File: src/rtl/bus_fabric_pkg.sv
// Shared state type, status register offsets and address-map helpers
// for the CPU-side bus fabric.
package bus_fabric_pkg;

   typedef enum logic [1:0] {
      ST_IDLE,
      ST_WAIT,
      ST_RESP
   } state_t;

   localparam logic [1:0] RegFlags   = 2'd0;
   localparam logic [1:0] RegErrCnt  = 2'd1;
   localparam logic [1:0] RegFaultLo = 2'd2;
   localparam logic [1:0] RegFaultHi = 2'd3;

   localparam int MaxAw     = 32;
   localparam int MaxSlaves = 32;
   localparam int MaxMapW   = 2 * MaxAw * MaxSlaves;

   typedef logic [MaxMapW-1:0] map_t;
   typedef logic [MaxAw-1:0]   addr_t;

   // Entry idx sits at (n-1-idx)*2*aw so slave 0 lands in the MSBs.
   function automatic map_t add_address(
      input map_t  map,
      input int    aw,
      input int    n,
      input int    idx,
      input addr_t start_addr,
      input addr_t end_addr
   );
      int   base;
      map_t lo_mask;
      map_t field;
      base    = (n - 1 - idx) * 2 * aw;
      lo_mask = (map_t'(1) << aw) - map_t'(1);
      field   = ((map_t'(start_addr) & lo_mask) << aw)
              | (map_t'(end_addr) & lo_mask);
      return (map & ~(((lo_mask << aw) | lo_mask) << base))
           | (field << base);
   endfunction

   function automatic addr_t get_address_start(
      input map_t map,
      input int   aw,
      input int   n,
      input int   idx
   );
      int   base;
      map_t lo_mask;
      base    = (n - 1 - idx) * 2 * aw;
      lo_mask = (map_t'(1) << aw) - map_t'(1);
      return addr_t'((map >> (base + aw)) & lo_mask);
   endfunction

   function automatic addr_t get_address_end(
      input map_t map,
      input int   aw,
      input int   n,
      input int   idx
   );
      int   base;
      map_t lo_mask;
      base    = (n - 1 - idx) * 2 * aw;
      lo_mask = (map_t'(1) << aw) - map_t'(1);
      return addr_t'((map >> base) & lo_mask);
   endfunction

endpackage

File: src/rtl/bus_addr_decode.sv
// Combinational priority decoder: status window first, then the
// lowest-index slave window that contains the address.
module bus_addr_decode
   import bus_fabric_pkg::*;
#(
   parameter int NumSlaves         = 10,
   parameter int address_width     = 16,
   parameter logic [2*address_width*NumSlaves-1:0] AddrMap = '0,
   parameter int StatusBaseAddress = 'hA000,
   parameter int Address_Wording   = 4
) (
   input  logic [address_width-1:0] address,
   output logic [NumSlaves-1:0]     hit,
   output logic                     miss,
   output logic                     status_hit,
   output logic [1:0]               status_reg
);

   localparam map_t Map = map_t'(AddrMap);
   localparam logic [63:0] StLo = 64'(StatusBaseAddress);
   localparam logic [63:0] StHi = StLo + 64'(3 * Address_Wording);

   logic [NumSlaves-1:0] in_range;
   logic [63:0]          a64;
   logic [63:0]          offset;
   logic                 found;
   addr_t                addr_ext;

   assign addr_ext = addr_t'(address);
   assign a64      = 64'(address);
   assign offset   = a64 - StLo;

   for (genvar s = 0; s < NumSlaves; s++) begin : g_win
      localparam addr_t Lo =
         get_address_start(Map, address_width, NumSlaves, s);
      localparam addr_t Hi =
         get_address_end(Map, address_width, NumSlaves, s);
      assign in_range[s] = (addr_ext >= Lo) && (addr_ext <= Hi);
   end

   always_comb begin
      hit        = '0;
      found      = 1'b0;
      status_hit = (a64 >= StLo) && (a64 <= StHi);
      status_reg = 2'(offset / 64'(Address_Wording));
      for (int s = 0; s < NumSlaves; s++) begin
         if (!found && in_range[s]) begin
            hit[s] = 1'b1;
            found  = 1'b1;
         end
      end
      if (status_hit) hit = '0;
      miss = !status_hit && !found;
   end

endmodule

File: src/rtl/cpu_bus_fabric.sv
// CPU-side interconnect: address decode, wait-state watchdog,
// registered read mux and the fabric's own error/status registers.
module cpu_bus_fabric
   import bus_fabric_pkg::*;
#(
   parameter int NumSlaves         = 10,
   parameter int address_width     = 16,
   parameter int data_width        = 8,
   parameter logic [2*address_width*NumSlaves-1:0] AddrMap = '0,
   parameter logic [NumSlaves-1:0] WaitMask = '0,
   parameter int TimeoutCycles     = 15,
   parameter int StatusBaseAddress = 'hA000,
   parameter int Address_Wording   = 4,
   parameter logic [data_width-1:0] DefaultData = 'hFF
) (
   input  logic                           clk_i,
   input  logic                           reset_ni,
   input  logic [address_width-1:0]       cpu_address_i,
   input  logic                           cpu_req_i,
   input  logic                           cpu_we_i,
   input  logic [data_width-1:0]          cpu_wdata_i,
   output logic                           cpu_ready_o,
   output logic [data_width-1:0]          cpu_data_o,
   input  logic [NumSlaves*data_width-1:0] slave_data_i,
   input  logic [NumSlaves-1:0]           slave_ready_i,
   output logic [NumSlaves-1:0]           slave_sel_o
);

   state_t                   state;
   logic [NumSlaves-1:0]     dec_hit;
   logic                     dec_miss;
   logic                     dec_status;
   logic [1:0]               dec_reg;
   logic                     miss_q;
   logic                     status_q;
   logic                     we_q;
   logic                     wbit_q;
   logic [1:0]               reg_q;
   logic [address_width-1:0] addr_q;
   logic [address_width-1:0] fault_addr;
   logic [7:0]               cnt;
   logic [7:0]               err_cnt;
   logic                     timeout_flag;
   logic                     miss_flag;
   logic [data_width-1:0]    slave_rd;
   logic [data_width-1:0]    status_rd;
   logic [data_width-1:0]    resp_rd;
   logic                     slave_rdy;
   logic                     expired;
   logic                     err_miss;
   logic                     err_timeout;
   logic                     err_any;
   logic                     clr;
   logic                     unused_wdata;

   assign unused_wdata = ^cpu_wdata_i;

   bus_addr_decode #(
      .NumSlaves         (NumSlaves),
      .address_width     (address_width),
      .AddrMap           (AddrMap),
      .StatusBaseAddress (StatusBaseAddress),
      .Address_Wording   (Address_Wording)
   ) u_decode (
      .address    (cpu_address_i),
      .hit        (dec_hit),
      .miss       (dec_miss),
      .status_hit (dec_status),
      .status_reg (dec_reg)
   );

   always_comb begin
      slave_rd = '0;
      for (int s = 0; s < NumSlaves; s++) begin
         if (slave_sel_o[s]) begin
            slave_rd = slave_data_i[s*data_width +: data_width];
         end
      end
   end

   always_comb begin
      status_rd = '0;
      unique case (reg_q)
         RegFlags:   status_rd = data_width'({timeout_flag, miss_flag});
         RegErrCnt:  status_rd = data_width'(err_cnt);
         RegFaultLo: status_rd = data_width'(8'(fault_addr));
         RegFaultHi: status_rd = data_width'(8'(fault_addr >> 8));
      endcase
   end

   assign resp_rd = status_q ? status_rd
                  : miss_q   ? DefaultData
                  : slave_rd;

   assign slave_rdy   = |(slave_ready_i & slave_sel_o);
   assign expired     = (cnt == 8'(TimeoutCycles));
   assign err_miss    = (state == ST_RESP) && miss_q;
   assign err_timeout = (state == ST_WAIT) && !slave_rdy && expired;
   assign err_any     = err_miss || err_timeout;
   assign clr         = (state == ST_RESP) && status_q && we_q
                     && (reg_q == RegFlags) && wbit_q;

   // The ready cycle is spent in IDLE; requests seen during it are
   // ignored so consecutive transactions are at least 3 cycles apart.
   always_ff @(posedge clk_i) begin
      if (!reset_ni) begin
         state        <= ST_IDLE;
         cpu_ready_o  <= 1'b0;
         cpu_data_o   <= '0;
         slave_sel_o  <= '0;
         miss_q       <= 1'b0;
         status_q     <= 1'b0;
         we_q         <= 1'b0;
         wbit_q       <= 1'b0;
         reg_q        <= '0;
         addr_q       <= '0;
         cnt          <= '0;
         fault_addr   <= '0;
         err_cnt      <= '0;
         timeout_flag <= 1'b0;
         miss_flag    <= 1'b0;
      end else begin
         cpu_ready_o <= 1'b0;
         unique case (state)
            ST_IDLE: begin
               slave_sel_o <= '0;
               if (cpu_req_i && !cpu_ready_o) begin
                  slave_sel_o <= dec_hit;
                  addr_q      <= cpu_address_i;
                  we_q        <= cpu_we_i;
                  wbit_q      <= cpu_wdata_i[0];
                  miss_q      <= dec_miss;
                  status_q    <= dec_status;
                  reg_q       <= dec_reg;
                  cnt         <= '0;
                  state <= (|(dec_hit & WaitMask)) ? ST_WAIT : ST_RESP;
               end
            end
            ST_WAIT: begin
               if (slave_rdy || expired) begin
                  cpu_ready_o <= 1'b1;
                  if (!we_q) begin
                     cpu_data_o <= slave_rdy ? slave_rd : DefaultData;
                  end
                  state <= ST_IDLE;
               end else begin
                  cnt <= cnt + 8'd1;
               end
            end
            ST_RESP: begin
               cpu_ready_o <= 1'b1;
               if (!we_q) cpu_data_o <= resp_rd;
               state <= ST_IDLE;
            end
            default: state <= ST_IDLE;
         endcase

         // A new error outranks a simultaneous clear.
         if (err_any) begin
            fault_addr   <= addr_q;
            timeout_flag <= err_timeout || (timeout_flag && !clr);
            miss_flag    <= err_miss || (miss_flag && !clr);
            if (clr) err_cnt <= 8'd1;
            else if (err_cnt != 8'hFF) err_cnt <= err_cnt + 8'd1;
         end else if (clr) begin
            timeout_flag <= 1'b0;
            miss_flag    <= 1'b0;
            err_cnt      <= '0;
         end
      end
   end

endmodule

File: config.mk
export PLATFORM = sky130hd
export DESIGN_NAME = cpu_bus_fabric
export DESIGN_NICKNAME = d
export VERILOG_FILES = /design/src/rtl/bus_fabric_pkg.sv /design/src/rtl/bus_addr_decode.sv /design/src/rtl/cpu_bus_fabric.sv
export SDC_FILE = /design/constraint.sdc
export NUM_CORES = 1
export LEC_CHECK = 0
export CORE_MARGIN = 2
export CORE_UTILIZATION = 36
export CTS_CLUSTER_DIAMETER = 150
export DETAILED_ROUTE_END_ITERATION = 10
export GPL_ROUTABILITY_DRIVEN = 0
export PLACE_DENSITY = 0.84
export REMOVE_ABC_BUFFERS = 1
export SYNTH_ARGS = -nofsm -noshare
export SYNTH_HDL_FRONTEND = slang
export SYNTH_SLANG_ARGS = --single-unit
File: constraint.sdc
create_clock -name clk_i -period 1.3 [get_ports clk_i]
set_input_delay 0.26 -clock clk_i [delete_from_list [all_inputs] [get_ports clk_i]]
set_output_delay 0.26 -clock clk_i [all_outputs]
set_load 0.1 [all_outputs]
# Yosys cells after proc, flatten, opt, wreduce, memory -nomap -nowiden
# Cells that the tools add are included.
# word_totals
regBits	77
in_bits	118
out_inout_bits	19
# classes
n_addsub	3
order_cmp	4
eq_ne	12
muxes	54
n_bitwise	1
reduce_logical	52
# op_table
operator	n
$mux 8	22
$pmux 8 s2	2
$pmux 8 s4	1
$mux 1	23
$logic_and 1x1->1	22
$mux 10	2
$add 8x1->8 const B	2
$ge 16x1->1 const B	1
$ge 16x16->1 const B	1
$le 16x1->1 const B	1
$le 16x16->1 const B	1
$logic_not 1->1	14
$and 10x10->10	1
$reduce_or 10->1	1
$eq 8x4->1 const B	1
$ne 2x2->1 const B	4
$ne 8x8->1 const B	1
$reduce_bool 2->1	4
$eq 2x2->1 const B	3
$reduce_and 2->1	3
$eq 2x1->1 const B	2
$logic_not 2->1	2
$logic_or 1x1->1	4
$mux 2	2
other kinds (6)	6

# Logic depth before layout (Yosys ltp)
# Gate-level depths: netlist (run 1).
# depth
ltp_word	32
mapped_depth	6
mapped_depth_nobuf	5

# Hierarchy
# A second synthesis (run 1) with hierarchy kept.
# unflattened
cells_unflattened	475
area_unflattened_um2	3691.0
# by_module_without_submodules
module	n_inst	cells_each	area_per_inst_um2	seq_area_each_um2
cpu_bus_fabric	1	451	3530.9	1361.3
bus_addr_decode	1	24	160.2	0.0

# Worst setup path before layout (run 1)
# No wires, ideal clock.
# synth_timing
path_kind	register to register
start	register slave_sel_o[0]
end	register cpu_data_o[1]
setup_time_ps	62
t_arrival_ps	1725
slack_ps	-487
path_stages_with_launch	5
n_path_buf	1
path_cell_list	dfxtp_1 > buf_1 > a21oi_1 > a311oi_1 > a22o_1
# synth_between
elab_chain_len	14
# synth_lines
item	line	text
start: declaration	cpu_bus_fabric.sv:26	output logic [NumSlaves-1:0] slave_sel_o
start signal: assignment	cpu_bus_fabric.sv:128	slave_sel_o <= dec_hit;
$mux 8 (10 in series)	cpu_bus_fabric.sv:75	if (slave_sel_o[s]) begin
$mux 8, on equally long branches	cpu_bus_fabric.sv:92, cpu_bus_fabric.sv:143	
$mux 8, on equally long branches	cpu_bus_fabric.sv:91, cpu_bus_fabric.sv:142	
$mux 8, on equally long branches	cpu_bus_fabric.sv:152, cpu_bus_fabric.sv:140	
$pmux 8 s2	cpu_bus_fabric.sv:124	unique case (state)
end signal: assignment	cpu_bus_fabric.sv:143	cpu_data_o <= slave_rdy ? slave_rd : DefaultData;
end signal: assignment	cpu_bus_fabric.sv:152	if (!we_q) cpu_data_o <= resp_rd;
end: declaration	cpu_bus_fabric.sv:23	output logic [data_width-1:0] cpu_data_o,
# Several ways; a longest one is shown, not always the timed one. The select of a mux whose other input is x is not followed.
# A chain may end at the register's enable or synchronous reset.

# Worst setup path after layout (run 1)
# layout_timing
start	register state[1]
end	register err_cnt[3]
# layout_between
elab_chain_len	7
# layout_lines
item	line	text
start: declaration	cpu_bus_fabric.sv:29	state_t state;
start signal: assignment	cpu_bus_fabric.sv:136	state <= (|(dec_hit & WaitMask)) ? ST_WAIT : ST_RESP;
$eq 2x2->1	cpu_bus_fabric.sv:97, cpu_bus_fabric.sv:100	
$logic_and 1x1->1 (2 in series)	cpu_bus_fabric.sv:100	assign clr = (state == ST_RESP) && status_q && we_q
$logic_and 1x1->1 (2 in series)	cpu_bus_fabric.sv:101	&& (reg_q == RegFlags) && wbit_q;
$mux 8 or $reduce_bool 2->1 (tied branches)	n/a	
$mux 8 or $reduce_and 2->1 (tied branches)	n/a	
end signal: assignment	cpu_bus_fabric.sv:164	else if (err_cnt != 8'hFF) err_cnt <= err_cnt + 8'd1;
end: declaration	cpu_bus_fabric.sv:42	logic [7:0] err_cnt;
# Several ways; a longest one is shown, not always the timed one.

==> impl_metrics.csv, run 1 <==
group,metric,value,unit
status,violations,"negative setup slack",
placed_design,dpl_cell_area,0.00349,mm^2
synth,ys.flop_type,"dfxtp_1",
timing,slew_viol_final,0,
timing,fmax,0.740,GHz
finish,design_area,0.00392,mm^2
pwr,power.density,1100,mW/mm^2
worst_hold_path,holdPathEnd,"addr_q[8]$_SDFFE_PN0P_",
clock_network,cts_buffer_depth,2,
finish,multi_input_area,0.00145,mm^2
placed_design,dpl.cell_count,486,
pwr,p_leak,1.46,nW
finish,layout_commonest_cell,"nand2_1",
finish,final_cell_mix,"89 x nand2_1, 48 x buf_4, 47 x dfxtp_1, 27 x clkdlybuf4s50_1, 22 x a21boi_0",
drt,drt-total-wl,7870,um
worst_hold_path,hold_path.class,"flip-flop to flip-flop",
timing,hold_viol,0,
worst_hold_path,whs_path_depth,2,
global_routing,track_usage,0.185,
setup_path,critical_path_arrival,1580,ps
timing,min_period,1350,ps
setup_path,critPathSlowestCell,"dfxtp_4",
drt,first_pass_iters,4,
finish,fin_nets,522,
clock_network,hold_buffers,0,
clock_network,clock_sinks,57,
synth,syn-cell-area,0.00266,mm^2
status,status,"complete, but fails checks",
run,cap_violations,0,
die,dieArea,0.00810,mm^2
clock_network,clock_latency,350,ps
setup_path,reg2regPathDepth,4,
setup_path,critPathKind,"flip-flop to flip-flop",
global_routing,gr-total-overflow,0,
finish,stdcell_count,507,
synth,ys_warn_count,0,
global_routing,grt_max_degree,16,
die,core_area,0.00721,mm^2
synth,synth_cells,323,
setup_path,worstReg2RegStart,"state[1]$_SDFFE_PN0P_",
global_routing,grt_pass1_vias,2505,
timing,skew,7.49,ps
global_routing,grt_pass1_wl,11800,um
pwr,total_power,4.31,mW
synth,synth_top_area_share,0.428,
finish,fill_cells,611,
clock_network,cts_tree,"yes",
setup_path,r2r_setup_slack,-50,ps
setup_path,cp_max_fo,7,
timing,rsz0062_at_grt,"yes",
clock_network,h-tree-depth,3,
synth,synth_top_area_cell,"dfxtp_1",
die,num_io_pins,137,
die,dieWidth,90.0,um
placed_design,port_buffers,38,
finish,utilization,0.543,
timing,finalSetupViolations,4,
drt,num_vias,2646,
setup_path,cp.required,1530,ps
setup_path,max_stage_delay,410,ps
die,die_y,90.0,um
die,start_util,0.369,
setup_path,rr_endpoint,"err_cnt[3]$_SDFFE_PN0P_",
clock_network,clk_pin_slew,70,ps
synth,seq_area_frac_synth,0.428,
clock_network,ctsRootBufferMaster,"clkbuf_8",
drt,viasPerCell,5.22,
setup_path,path_cells,"and2_1, nand4_1, a311oi_1, a211oi_1",
finish,num_antenna_cells,0,
setup_path,start_kind,"flip-flop",
timing,timing.final.ws_setup,-50.8,ps
clock_network,cts-buffers-inserted,9,
synth,ys_types,41,
synth,async_flop_share,0,
drt,drtIter0Drc,298,
finish,regArea,0.00116,mm^2
synth,ys_ff_latch,57,
global_routing,antenna_found_initial,0,
placed_design,dp_hpwl,5090,um
drt,drc,0,
synth,synth_area_leaders,"dfxtp_1 43%, nand2_1 13%, a21boi_0 6.8%",
drt,antenna_left,0,
die,rows,31,
synth,avgSynthCellArea,8.25,um^2
finish,area_growth,47.0,%
drt,wl_per_cell,15.5,um
worst_hold_path,hold_path_startpoint,"addr_q[8]$_SDFFE_PN0P_",
timing,fin_crit_sh,1.04,
setup_path,cp-end-kind,"flip-flop",
pwr,peakVddDrop,583,uV
finish,drive_gt1_frac,0.292,
synth,synth_edf_count,0,
per-layer routing:
| layer | up-vias | track usage | wire [um] |
|---|---|---|---|
| met1 | 1230 | 0.219 | 3120 |
| met4 | 0 | 0.100 | 313 |
| li1 | 1265 | - | - |
| met3 | 35 | 0.0453 | 573 |
| met5 | - | 0 | 0 |
| met2 | 116 | 0.309 | 3870 |
synth_stat cells, drive strengths merged (3+ instances only):
master,n
nand3,6
a21boi,34
nand2,92
a311oi,4
a211oi,3
nor2,8
mux2i,4
o32ai,6
o21ai,11
and3,3
a21oi,18
buf,28
nor3,3
nor2b,4
nor4,3
mux2,5
dfxtp,57
clkbuf,5
and2,4
nand4,8
report_power, final:
| part | total, mW | internal (mW) | leakage [nW] | switching [mW] |
|---|---|---|---|---|
| Sequential | 1.85 | 1.80 | 0.469 | 0.0522 |
| Combinational | 0.697 | 0.298 | 0.888 | 0.399 |
| Clock | 1.76 | 1.04 | 0.107 | 0.724 |
| Total | 4.31 | 3.14 | 1.46 | 1.18 |
flip-flops by register name, indices dropped and copies added, names as in the netlist, 8 cells and up:
name,flops
cpu_data_o,8
addr_q,15
err_cnt,8
fault_addr,16
kinds of logic (layout without fill, tap and decap cells):
kind of cell	count (synthesis)	in the layout	synth area share
xor gates and xnor gates	1	1	0.00329
AOI/OAI and AO/OA	82	82	0.209
buffers and inverters	34	111	0.0813
DFF	57	57	0.428
and+or+nand+nor	138	138	0.236
adders and majority gates	1	1	0.00470
other	1	9	0.00141
muxes	9	9	0.0362
final cells by class:
class | instances | area share
clock buffer | 14 | 0.0441
inverter | 1 | 0.000958
sequential | 57 | 0.297
timing repair buffer | 94 | 0.246
tap | 99 | 0.0316
multi-input combinational | 240 | 0.371
clock inverter | 2 | 0.00895
metrics by stage:
| step | setup TNS, ps | hold WS [ps] | setup slack (ps) |
|---|---|---|---|
| floorplan | -14600 | 382 | -710 |
| global placement | -11650 | 443 | -431 |
| detailed placement | -12770 | 446 | -341 |
| CTS | -14.7 | 455 | -5.94 |
| global route | -557 | 470 | -90.9 |
| finish | -82.9 | 458 | -50.8 |
worst max-delay path by stage:
stage	startpoint	endpoint	slack, ps	cells past startpoint
after floorplan	cpu_ready_o$_SDFF_PN0_	status_q$_SDFFE_PN0P_	-710	4
after global placement	cpu_address_i[11]	status_q$_SDFFE_PN0P_	-430	6
after detailed placement	cpu_req_i	addr_q[11]$_SDFFE_PN0P_	-340	5
after CTS	state[1]$_SDFFE_PN0P_	status_q$_SDFFE_PN0P_	-6	5
after global routing	state[1]$_SDFFE_PN0P_	status_q$_SDFFE_PN0P_	-90	5
final	state[1]$_SDFFE_PN0P_	err_cnt[3]$_SDFFE_PN0P_	-50	4
what timing repair did:
action | CTS | global route
gates cloned | 0 | 1
endpoints found under the setup margin | 46 | 29
pin swaps | 5 | 11
resized for setup | 27 | 24
setup buffers | 2 | 2
critical path, delay by kind of cell (launching register included):
family | cells | cell delay, ps
flip-flops | 1 | 410
AND/OR/NAND/NOR | 2 | 370
AO/OA/AOI/OAI | 2 | 450
(Power assumes the default switching activity.)
==> inputs of run 2 (changes only) <==
--- a/config.mk
+++ b/config.mk
@@ -5,12 +5,14 @@
 export SDC_FILE = /design/constraint.sdc
 export NUM_CORES = 1
 export LEC_CHECK = 0
+export CELL_PAD_IN_SITES_DETAIL_PLACEMENT = 1
+export CELL_PAD_IN_SITES_GLOBAL_PLACEMENT = 2
 export CORE_MARGIN = 2
-export CORE_UTILIZATION = 36
+export CORE_UTILIZATION = 19
 export CTS_CLUSTER_DIAMETER = 150
 export DETAILED_ROUTE_END_ITERATION = 10
 export GPL_ROUTABILITY_DRIVEN = 0
-export PLACE_DENSITY = 0.84
+export PLACE_DENSITY = 0.83
 export REMOVE_ABC_BUFFERS = 1
 export SYNTH_ARGS = -nofsm -noshare
 export SYNTH_HDL_FRONTEND = slang
==> run 2 against run 1 <==
The run still ends with negative setup slack left. Cell count rose by 17%. Die area rose by 85%. Sequential cell count stayed put. Register-to-register slack gained 40 ps. Via count shrank 2.7%. Sequential power about the same. Cell area is 4.5% higher. Hold slack lost 110 ps. Clock skew fell by 3.3 ps. Critical path type is now flip-flop to output pin. Critical endpoint is now slave_sel_o[0]. Largest cell class unchanged.
==> impl_metrics.csv, run 2 (synthesis gave the netlist of run 1 again) <==
group,metric,value,unit
die,rows,43,
drt,drtIter0Drc,44,
pwr,total_power,4.67,mW
clock_network,ctsRootBufferMaster,"clkbuf_16",
drt,viasPerCell,4.34,
drt,drt-total-wl,8590,um
clock_network,hold_buffers,0,
global_routing,gr-total-overflow,0,
timing,hold_viol,0,
setup_path,cp-end-kind,"output pin",
die,core_area,0.0138,mm^2
drt,wl_per_cell,14.5,um
clock_network,clock_latency,330,ps
setup_path,cp.required,1040,ps
pwr,peakVddDrop,619,uV
timing,timing.final.ws_setup,-36.1,ps
timing,skew,4.19,ps
timing,fin_crit_sh,1.03,
global_routing,grt_pass1_vias,2690,
status,status,"complete, but fails checks",
placed_design,dpl.cell_count,572,
drt,num_vias,2575,
global_routing,grt_pass1_wl,13500,um
drt,first_pass_iters,4,
finish,regMostFlops,"fault_addr",
clock_network,clk_pin_slew,50,ps
setup_path,critPathKind,"flip-flop to output pin",
setup_path,cp_max_fo,6,
worst_hold_path,hold_path.class,"input pin to flip-flop",
finish,fin_nets,528,
finish,largest_register_ffs,16,
clock_network,cts-buffers-inserted,9,
timing,slew_viol_final,0,
global_routing,grt_max_degree,27,
die,start_util,0.193,
finish,stdcell_count,593,
run,cap_violations,0,
finish,fill_cells,1624,
finish,num_antenna_cells,0,
placed_design,port_buffers,38,
pwr,p_leak,1.53,nW
clock_network,clock_sinks,57,
timing,min_period,1340,ps
clock_network,cts_tree,"yes",
drt,antenna_left,0,
finish,top_regs,"fault_addr x16, addr_q x15",
drt,drc,0,
setup_path,start_kind,"flip-flop",
setup_path,reg2regPathDepth,5,
timing,finalSetupViolations,4,
timing,rsz0062_at_grt,"yes",
die,num_io_pins,137,
global_routing,track_usage,0.118,
finish,area_growth,53.7,%
global_routing,antenna_found_initial,0,
clock_network,h-tree-depth,3,
worst_hold_path,whs_path_depth,4,
timing,fmax,0.748,GHz
finish,drive_gt1_frac,0.293,
clock_network,cts_buffer_depth,2,
die,die_y,122,um
placed_design,dp_hpwl,6190,um
status,violations,"negative setup slack",
setup_path,critical_path_arrival,1080,ps
finish,final_cell_mix,"90 x nand2_1, 52 x buf_4, 47 x dfxtp_1, 22 x a21boi_0, 22 x clkdlybuf4s50_1",
die,dieArea,0.0150,mm^2
die,dieWidth,122,um
pwr,power.density,1140,mW/mm^2
finish,layout_commonest_cell,"nand2_1",
## run 2: changes by cell type in the layout (fill, tap and decap cells not counted), moves of 2 or more
cell             before  now
clkbuf_8             12    1
clkbuf_16             1   10
clkdlybuf4s50_1      27   22
buf_4                48   52
dlygate4sd2_1         0    3
dfxtp_2               6    8
dfxtp_4               4    2
dlymetal6s2s_1        1    3
## run 2: worst max-delay path, cell delays in order, from the launching register on
cell	delay, ps
dfxtp_2	410
buf_6	160
buf_12	170
## run 2: worst paths after layout
kind	start	to	slack [ps]
worst min register to register	fault_addr[15]$_SDFFE_PN0P_	fault_addr[15]$_SDFFE_PN0P_	460
worst min-delay path	cpu_address_i[7]	addr_q[7]$_SDFFE_PN0P_	340
worst max-delay path	slave_sel_o[0]$_SDFFE_PN0N_	slave_sel_o[0]	-40
worst max register to register	err_cnt[0]$_SDFFE_PN0P_	err_cnt[0]$_SDFFE_PN0P_	-10
## run 2: repair_timing
action / in CTS / in global routing
resized for setup: 24 / 23
pin swaps: 11 / 9
cloned: 0 / 1
buffers inserted: 3 / 2
endpoints found under the setup margin: 51 / 28
## run 2: per-stage QoR
step / util / setup WS [ps] / hold WS (ps) / cell area [um^2] / TNS, ps
after floorplan: - / -710 / 382 / 2480 / -14600
after global placement: 0.265 / -471 / 447 / 3640 / -13970
after detailed placement: 0.265 / -504 / 452 / 3640 / -14930
after CTS: 0.290 / -59.3 / 459 / 3990 / -154
after global routing: 0.297 / -97.7 / 354 / 4090 / -973
final: 0.297 / -36.1 / 344 / 4090 / -75.5
## run 2: metal layers
metal	wire (um)	vias to the layer above	GRT usage
met5	0	-	0
met2	4290	49	0.205
met3	388	12	0.0428
met1	3750	1239	0.135
met4	167	0	0.0359
li1	-	1275	-
## run 2: area by class of cell
type	count	area (um^2)	area share
inverter	1	3.75	0.000917
sequential	57	1160	0.283
clock inverter	3	17.5	0.00428
multi-input combinational	240	1420	0.347
timing repair buffer	100	1020	0.249
clock buffer	12	246	0.0602
tap	180	225	0.0550
## run 2: report_power, final
group          internal (mW)  switching (mW)
registers               1.81          0.0479
logic                  0.304           0.409
clock network           1.32           0.779
total                   3.43            1.24
